$ cat src/rtl/alu_pkg.sv
// alu_pkg: shared ALU encodings, flag layout and add/sub control bundle.
// Optional field sat exists only with ADD_SUB_UNIT_SATURATE_EN.
package alu_pkg;

  localparam logic [1:0] OP_ADD = 2'd0;
  localparam logic [1:0] OP_SUB = 2'd1;
  localparam logic [1:0] OP_ADC = 2'd2;
  localparam logic [1:0] OP_SBC = 2'd3;

  localparam int FLAG_N = 3;
  localparam int FLAG_Z = 2;
  localparam int FLAG_C = 1;
  localparam int FLAG_V = 0;

  typedef struct packed {
    logic n;
    logic z;
    logic c;
    logic v;
  } flags_t;

  // Per-stage control travelling with each chunk of an operation.
  // c is the running carry, z the running AND of chunk-zero bits,
  // am/bm the MSBs of A and the effective B (for V and the clamp).
  typedef struct packed {
    logic vld;
    logic c;
    logic z;
    logic am;
    logic bm;
`ifdef ADD_SUB_UNIT_SATURATE_EN
    logic sat;
`endif
  } add_sub_ctl_t;

endpackage

$ cat src/rtl/add_sub_chunk.sv
// add_sub_chunk: combinational W-bit adder slice with carry and zero.
// Ports: a_i, b_i, cin_i in; sum_o, cout_o, zero_o out.
module add_sub_chunk #(
  parameter int W = 8
) (
  input  logic [W-1:0] a_i,
  input  logic [W-1:0] b_i,
  input  logic         cin_i,
  output logic [W-1:0] sum_o,
  output logic         cout_o,
  output logic         zero_o
);

  assign {cout_o, sum_o} = {1'b0, a_i}
                         + {1'b0, b_i}
                         + {{W{1'b0}}, cin_i};

  assign zero_o = (sum_o == '0);

endmodule

$ cat src/rtl/add_sub_unit.sv
// add_sub_unit: pipelined ADD/SUB/ADC/SBC with N/Z/C/V and valid/ready.
// Ports: clk, rst (async low), in_* request side, out_* result side.
// Macro ADD_SUB_UNIT_SATURATE_EN adds in_sat and signed clamping.
module add_sub_unit
  import alu_pkg::*;
#(
  parameter int WIDTH  = 16,
  parameter int STAGES = 2
) (
  input  logic             clk,
  input  logic             rst,
  input  logic             in_valid,
  output logic             in_ready,
  input  logic [WIDTH-1:0] in_a,
  input  logic [WIDTH-1:0] in_b,
  input  logic [1:0]       in_op,
  input  logic             in_cin,
`ifdef ADD_SUB_UNIT_SATURATE_EN
  input  logic             in_sat,
`endif
  output logic             out_valid,
  input  logic             out_ready,
  output logic [WIDTH-1:0] out_result,
  output logic [3:0]       out_flags
);

  localparam int CW = WIDTH / STAGES;

  // Operand bits still to be added are packed triangularly:
  // stage k forwards WIDTH-(k+1)*CW bits, the last forwards none.
  localparam int OPW_RAW = (STAGES - 1) * WIDTH
                         - CW * (STAGES - 1) * STAGES / 2;
  localparam int OPW = (OPW_RAW > 0) ? OPW_RAW : 1;

  // Finished chunks grow by CW per stage: stage k holds (k+1)*CW.
  localparam int RWT = CW * STAGES * (STAGES + 1) / 2;
  localparam int ROL = CW * (STAGES - 1) * STAGES / 2;

  logic                    stall;
  logic                    acc;
  logic [WIDTH-1:0]        bx;
  logic                    c0;
  add_sub_ctl_t            in_ctl;

  logic [OPW-1:0]          a_d, a_q;
  logic [OPW-1:0]          b_d, b_q;
  logic [RWT-1:0]          r_d, r_q;
  add_sub_ctl_t [STAGES-1:0] c_d, c_q;

  logic                    ov_d, ov_q;
  logic [WIDTH-1:0]        res_d, res_q;
  flags_t                  flg_d, flg_q;

  assign stall    = ov_q && !out_ready;
  assign in_ready = !stall;
  assign acc      = in_valid && in_ready;

  always_comb begin
    bx = in_b;
    c0 = 1'b0;
    unique case (in_op)
      OP_ADD: begin
        bx = in_b;
        c0 = 1'b0;
      end
      OP_SUB: begin
        bx = ~in_b;
        c0 = 1'b1;
      end
      OP_ADC: begin
        bx = in_b;
        c0 = in_cin;
      end
      OP_SBC: begin
        bx = ~in_b;
        c0 = in_cin;
      end
      default: ;
    endcase
  end

  always_comb begin
    in_ctl     = '0;
    in_ctl.vld = acc;
    in_ctl.c   = c0;
    in_ctl.z   = 1'b1;
    in_ctl.am  = in_a[WIDTH-1];
    in_ctl.bm  = bx[WIDTH-1];
`ifdef ADD_SUB_UNIT_SATURATE_EN
    in_ctl.sat = in_sat;
`endif
  end

  if (OPW_RAW == 0) begin : g_noops
    assign a_d = '0;
    assign b_d = '0;
  end

  for (genvar k = 0; k < STAGES; k++) begin : g_stg
    localparam int PI = WIDTH - k * CW;
    localparam int PO = PI - CW;
    localparam int RO = CW * k * (k + 1) / 2;

    logic [PI-1:0] sa;
    logic [PI-1:0] sb;
    add_sub_ctl_t  s;
    add_sub_ctl_t  nx;
    logic [CW-1:0] sum;
    logic          co;
    logic          zo;

    if (k == 0) begin : g_src
      assign sa = in_a;
      assign sb = bx;
      assign s  = in_ctl;
      assign r_d[RO +: CW] = sum;
    end else begin : g_src
      localparam int OI = (k - 1) * WIDTH
                        - CW * (k - 1) * k / 2;
      localparam int RI = CW * (k - 1) * k / 2;
      assign sa = a_q[OI +: PI];
      assign sb = b_q[OI +: PI];
      assign s  = c_q[k-1];
      assign r_d[RO +: (k+1)*CW] =
        {sum, r_q[RI +: k*CW]};
    end

    if (PO > 0) begin : g_fwd
      localparam int OO = k * WIDTH
                        - CW * k * (k + 1) / 2;
      assign a_d[OO +: PO] = sa[PI-1:CW];
      assign b_d[OO +: PO] = sb[PI-1:CW];
    end

    add_sub_chunk #(
      .W(CW)
    ) u_chunk (
      .a_i   (sa[CW-1:0]),
      .b_i   (sb[CW-1:0]),
      .cin_i (s.c),
      .sum_o (sum),
      .cout_o(co),
      .zero_o(zo)
    );

    always_comb begin
      nx   = s;
      nx.c = co;
      nx.z = s.z & zo;
    end

    assign c_d[k] = nx;
  end

  add_sub_ctl_t     lc;
  logic [WIDTH-1:0] wrap;
  logic [WIDTH-1:0] res;
  logic             v;
  logic             clamp;
  logic [3:0]       fv;

  always_comb begin
    lc    = c_q[STAGES-1];
    wrap  = r_q[ROL +: WIDTH];
    // carry into MSB is a^b^sum at that bit
    v     = lc.am ^ lc.bm ^ wrap[WIDTH-1] ^ lc.c;
    res   = wrap;
    clamp = 1'b0;
`ifdef ADD_SUB_UNIT_SATURATE_EN
    clamp = lc.sat & v;
    if (clamp) begin
      res = lc.am ? {1'b1, {(WIDTH-1){1'b0}}}
                  : {1'b0, {(WIDTH-1){1'b1}}};
    end
`endif
    fv         = '0;
    fv[FLAG_N] = res[WIDTH-1];
    // a clamped value is never zero
    fv[FLAG_Z] = lc.z & ~clamp;
    fv[FLAG_C] = lc.c;
    fv[FLAG_V] = v;
  end

  assign ov_d  = lc.vld;
  assign res_d = res;
  assign flg_d = fv;

  always_ff @(posedge clk or negedge rst) begin
    if (!rst) begin
      a_q   <= '0;
      b_q   <= '0;
      r_q   <= '0;
      c_q   <= '0;
      ov_q  <= 1'b0;
      res_q <= '0;
      flg_q <= '0;
    end else if (!stall) begin
      a_q   <= a_d;
      b_q   <= b_d;
      r_q   <= r_d;
      c_q   <= c_d;
      ov_q  <= ov_d;
      res_q <= res_d;
      flg_q <= flg_d;
    end
  end

  assign out_valid  = ov_q;
  assign out_result = res_q;
  assign out_flags  = flg_q;

endmodule

$ cat config.mk
export PLATFORM = sky130hd
export DESIGN_NAME = add_sub_unit
export DESIGN_NICKNAME = d
export VERILOG_FILES = /design/src/rtl/alu_pkg.sv /design/src/rtl/add_sub_chunk.sv /design/src/rtl/add_sub_unit.sv
export SDC_FILE = /design/constraint.sdc
export NUM_CORES = 1
export LEC_CHECK = 0
export ABC_AREA = 1
export ABC_CLOCK_PERIOD_IN_PS = 2750
export BUFFER_PORTS_ARGS = -buffer_cell sky130_fd_sc_hd__buf_2
export CAP_MARGIN = 5
export CORE_MARGIN = 3
export CORE_UTILIZATION = 59
export CTS_BUF_LIST = sky130_fd_sc_hd__clkbuf_8
export DETAILED_ROUTE_END_ITERATION = 8
export PLACE_DENSITY_LB_ADDON = 0.15
export SYNTH_ARGS = -nofsm -noshare
export SYNTH_HDL_FRONTEND = slang
export SYNTH_HIERARCHICAL = 1
export SYNTH_SLANG_ARGS = --single-unit
export TNS_END_PERCENT = 5
$ cat constraint.sdc
create_clock -name clk -period 2.75 [get_ports clk]
set_input_delay 0.1375 -clock clk [delete_from_list [all_inputs] [get_ports clk]]
set_output_delay 0.1375 -clock clk [all_outputs]
set_load 0.02 [all_outputs]
==> results.yml <==
status:
  outcome: "finished clean"
power_and_ir_drop:
  peakVddDrop_uv: 905
  powerDensity_nw_per_um2: 978
  power.static_leakage_uw: 0.00243
yosys:
  syn_area_per_cell_um2: 8.28
  synth_edf_count: 0
  synthTopCellsByArea: "dfrtp_1, nand2_1, inv_1, ha_1, o21ai_2"
  ys.flop_type: "dfrtp_1"
  yosysTopAreaCell: "dfrtp_1"
  synth_seq_cells: 68
  synth_cell_types: 29
  netlist_instances: 470
  ys_warn_count: 6
  synth_top_area_share_pct: 43.7
  ys_seq_area_share_pct: 43.7
  syn_area_um2: 3890
  synthesis.nets: 527
  async_flop_share_pct: 100
placed_design:
  post-dp-hpwl_um: 5200
  gp_congestion: 0.805
  dp_cells: 593
  portBuffers: 60
cells_and_area:
  final_common_cell: "nand2_1"
  diodes: 0
  area_growth_pct: 14.5
  fillers: 493
  fin_nets: 595
  fin_cells: 618
  drive_gt1_share_pct: 24.1
  final_cell_mix: "nand2_1, dfrtp_1, inv_1, buf_2, nand2_2"
sta:
  setup_viol: 0
  setup_tns_ns: 0
  fin_crit_ns: 2.32
  fin_worst_skew_ns: 0.00964
  rsz0062_at_grt: "no"
  worstMarginPinSlew_ns: 0.763
  max_freq_mhz: 431
  final-hold-violation-count: 0
  slew_headroom_pct: 49.1
  report.final.slew_viol_count: 0
  post-route-period-util_pct: 84.4
setup_path:
  crit_required_ns: 3.01
  crit_arrival_ns: 2.58
  critical_path_class: "reg -> reg"
  end_kind: "flip-flop"
  cp_num_buf_inv: 2
  crit_path_start_kind: "flip-flop"
  cpMaxStageDelayCell: "fa_1"
  critPathTopFamily: "adder cells"
  crit_top_cell: "nor2_2"
  critPathMaxFanout: 3
  crit_chain: "inv_1 > fa_1 > inv_1 > fa_1 > or2_1 > nor2_2 > nand3_1 > nor2_2 > nand2_2 > nor2_2 > nand2_1 > o21ai_0"
  rrSetupSlack_ns: 0.43
  critPathMaxStageDelay_ns: 0.44
clock_network:
  clock_latency_ns: 0.34
  clock-sinks: 68
  clockBufferDepth: 2
  cts_tree: "done"
  root_buffer: "clkbuf_8"
  path_clk_slew_ns: 0.07
  cts_resized: 0
  cts_buffers: 9
  cts_max_level: 3
global_routing:
  use_met3_pct: 5.11
  grt_max_degree: 74
  grt_pass1_wl_um: 13000
  grt_overflow: 0
  grtUsageMet2_pct: 35.3
  grt_pass1_vias: 2980
  grt-busiest-layer: "met2"
  met1_usage_pct: 28.8
  antenna_found_initial: 0
  grt_use_total_pct: 21.7
drt:
  via_count: 3074
  ant_nets: 0
  drtIter0Drc: 186
  wl_per_cell_um: 11.7
  routed_wl_um: 7240
  viasPerCell: 4.97
  detailedRoute.firstPassIterationCount: 5
  remaining_drc_errors: 0
floorplanning:
  num_io_pins: 61
  row_count: 28
  core_area_um2: 6170
  start_util_pct: 63.1
  die_area_um2: 7600
  die_w_um: 87.2
  die_h_um: 87.2
run:
  drv_cap: 0
min_path:
  hp-class: "in -> reg"
sequential cells by signal (all words and copies together), names as in the netlist:
register / count
r_q: 24
out_result: 16
a_q: 8
b_q: 8
c_q: 6
out_flags: 3
c_d: 1
out_valid: 1
ov_d: 1
where the power goes:
group	total (uW)	switching [uW]	internal, uW	leakage (uW)
logic	1800	1160	645	0.00148
registers	1570	192	1380	0.000828
clock network	983	382	600	0.000121
total	4360	1730	2630	0.00243
metal layers:
metal	share of wire [%]	up-vias
met2	47	73
li1	-	1577
met1	47	1419
met4	0.90	0
met3	5.2	5
met5	0	-
stage by stage:
step / cell area, um2 / utilization (%) / total power (uW) / worst slack [ns] / hold slack (ns)
after global routing: 4450 / 72.2 / 4730 / 0.308 / 0.0208
after global placement: 4130 / 66.9 / 3320 / 0.519 / 0.110
after detailed placement: 4130 / 66.9 / 3380 / 0.434 / 0.118
after floorplan: 3890 / - / 3020 / 0.487 / -0.158
final: 4450 / 72.2 / 4360 / 0.428 / 0.0214
after CTS: 4450 / 72.2 / 4400 / 0.435 / 0.00974
cells by family after synthesis:
family / synth area share (%)
AO/OA/AOI/OAI: 8.62
XOR/XNOR: 3.60
adder cells (fa/ha/maj): 6.56
buffers and inverters: 11.1
flip-flops: 43.7
multiplexers: 0.289
AND/OR/NAND/NOR: 26.1
worst paths after layout:
path,startpoint,to,cells past startpoint
max,a_q[0],c_q[7],12
min in group asynchronous,rst,r_q[20],2
max reg2reg,a_q[0],c_q[7],12
min reg2reg,r_q[16],out_result[8],2
min,in_a[8],a_q[0],3
max in group asynchronous,rst,r_q[9],3
cell type report:
class,count,area [um2],area share (%)
clock buffer,9,124,2.78
multi-input combinational,322,1760,39.4
tap,75,93.8,2.11
inverter,63,236,5.31
clock inverter,7,115,2.58
sequential,68,1700,38.2
timing repair buffer,74,428,9.61
cell usage after synthesis, types with 9 or more instances:
| cell | count |
|---|---|
| o21ai_0 | 9 |
| dfrtp_1 | 68 |
| nand2_2 | 20 |
| a21oi_1 | 9 |
| nand3_1 | 15 |
| inv_1 | 59 |
| ha_1 | 14 |
| nand2_1 | 169 |
| nor2_1 | 10 |
| o21ai_1 | 18 |
| o21ai_2 | 15 |
| buf_6 | 9 |
repair_timing:
item,CTS,global route
buffers inserted,0,0
endpoints found under the hold margin,27,0
hold buffers,9,0
worst register-to-register path: stages, from the launching register on:
cell and delay, ns:
dfrtp_1 0.34, inv_1 0.06, fa_1 0.40, inv_1 0.11
fa_1 0.44, or2_1 0.26, nor2_2 0.11, nand3_1 0.10
nor2_2 0.10, nand2_2 0.06, nor2_2 0.07, nand2_1 0.04
o21ai_0 0.14
No activity file was read; power rests on OpenSTA's default activity.
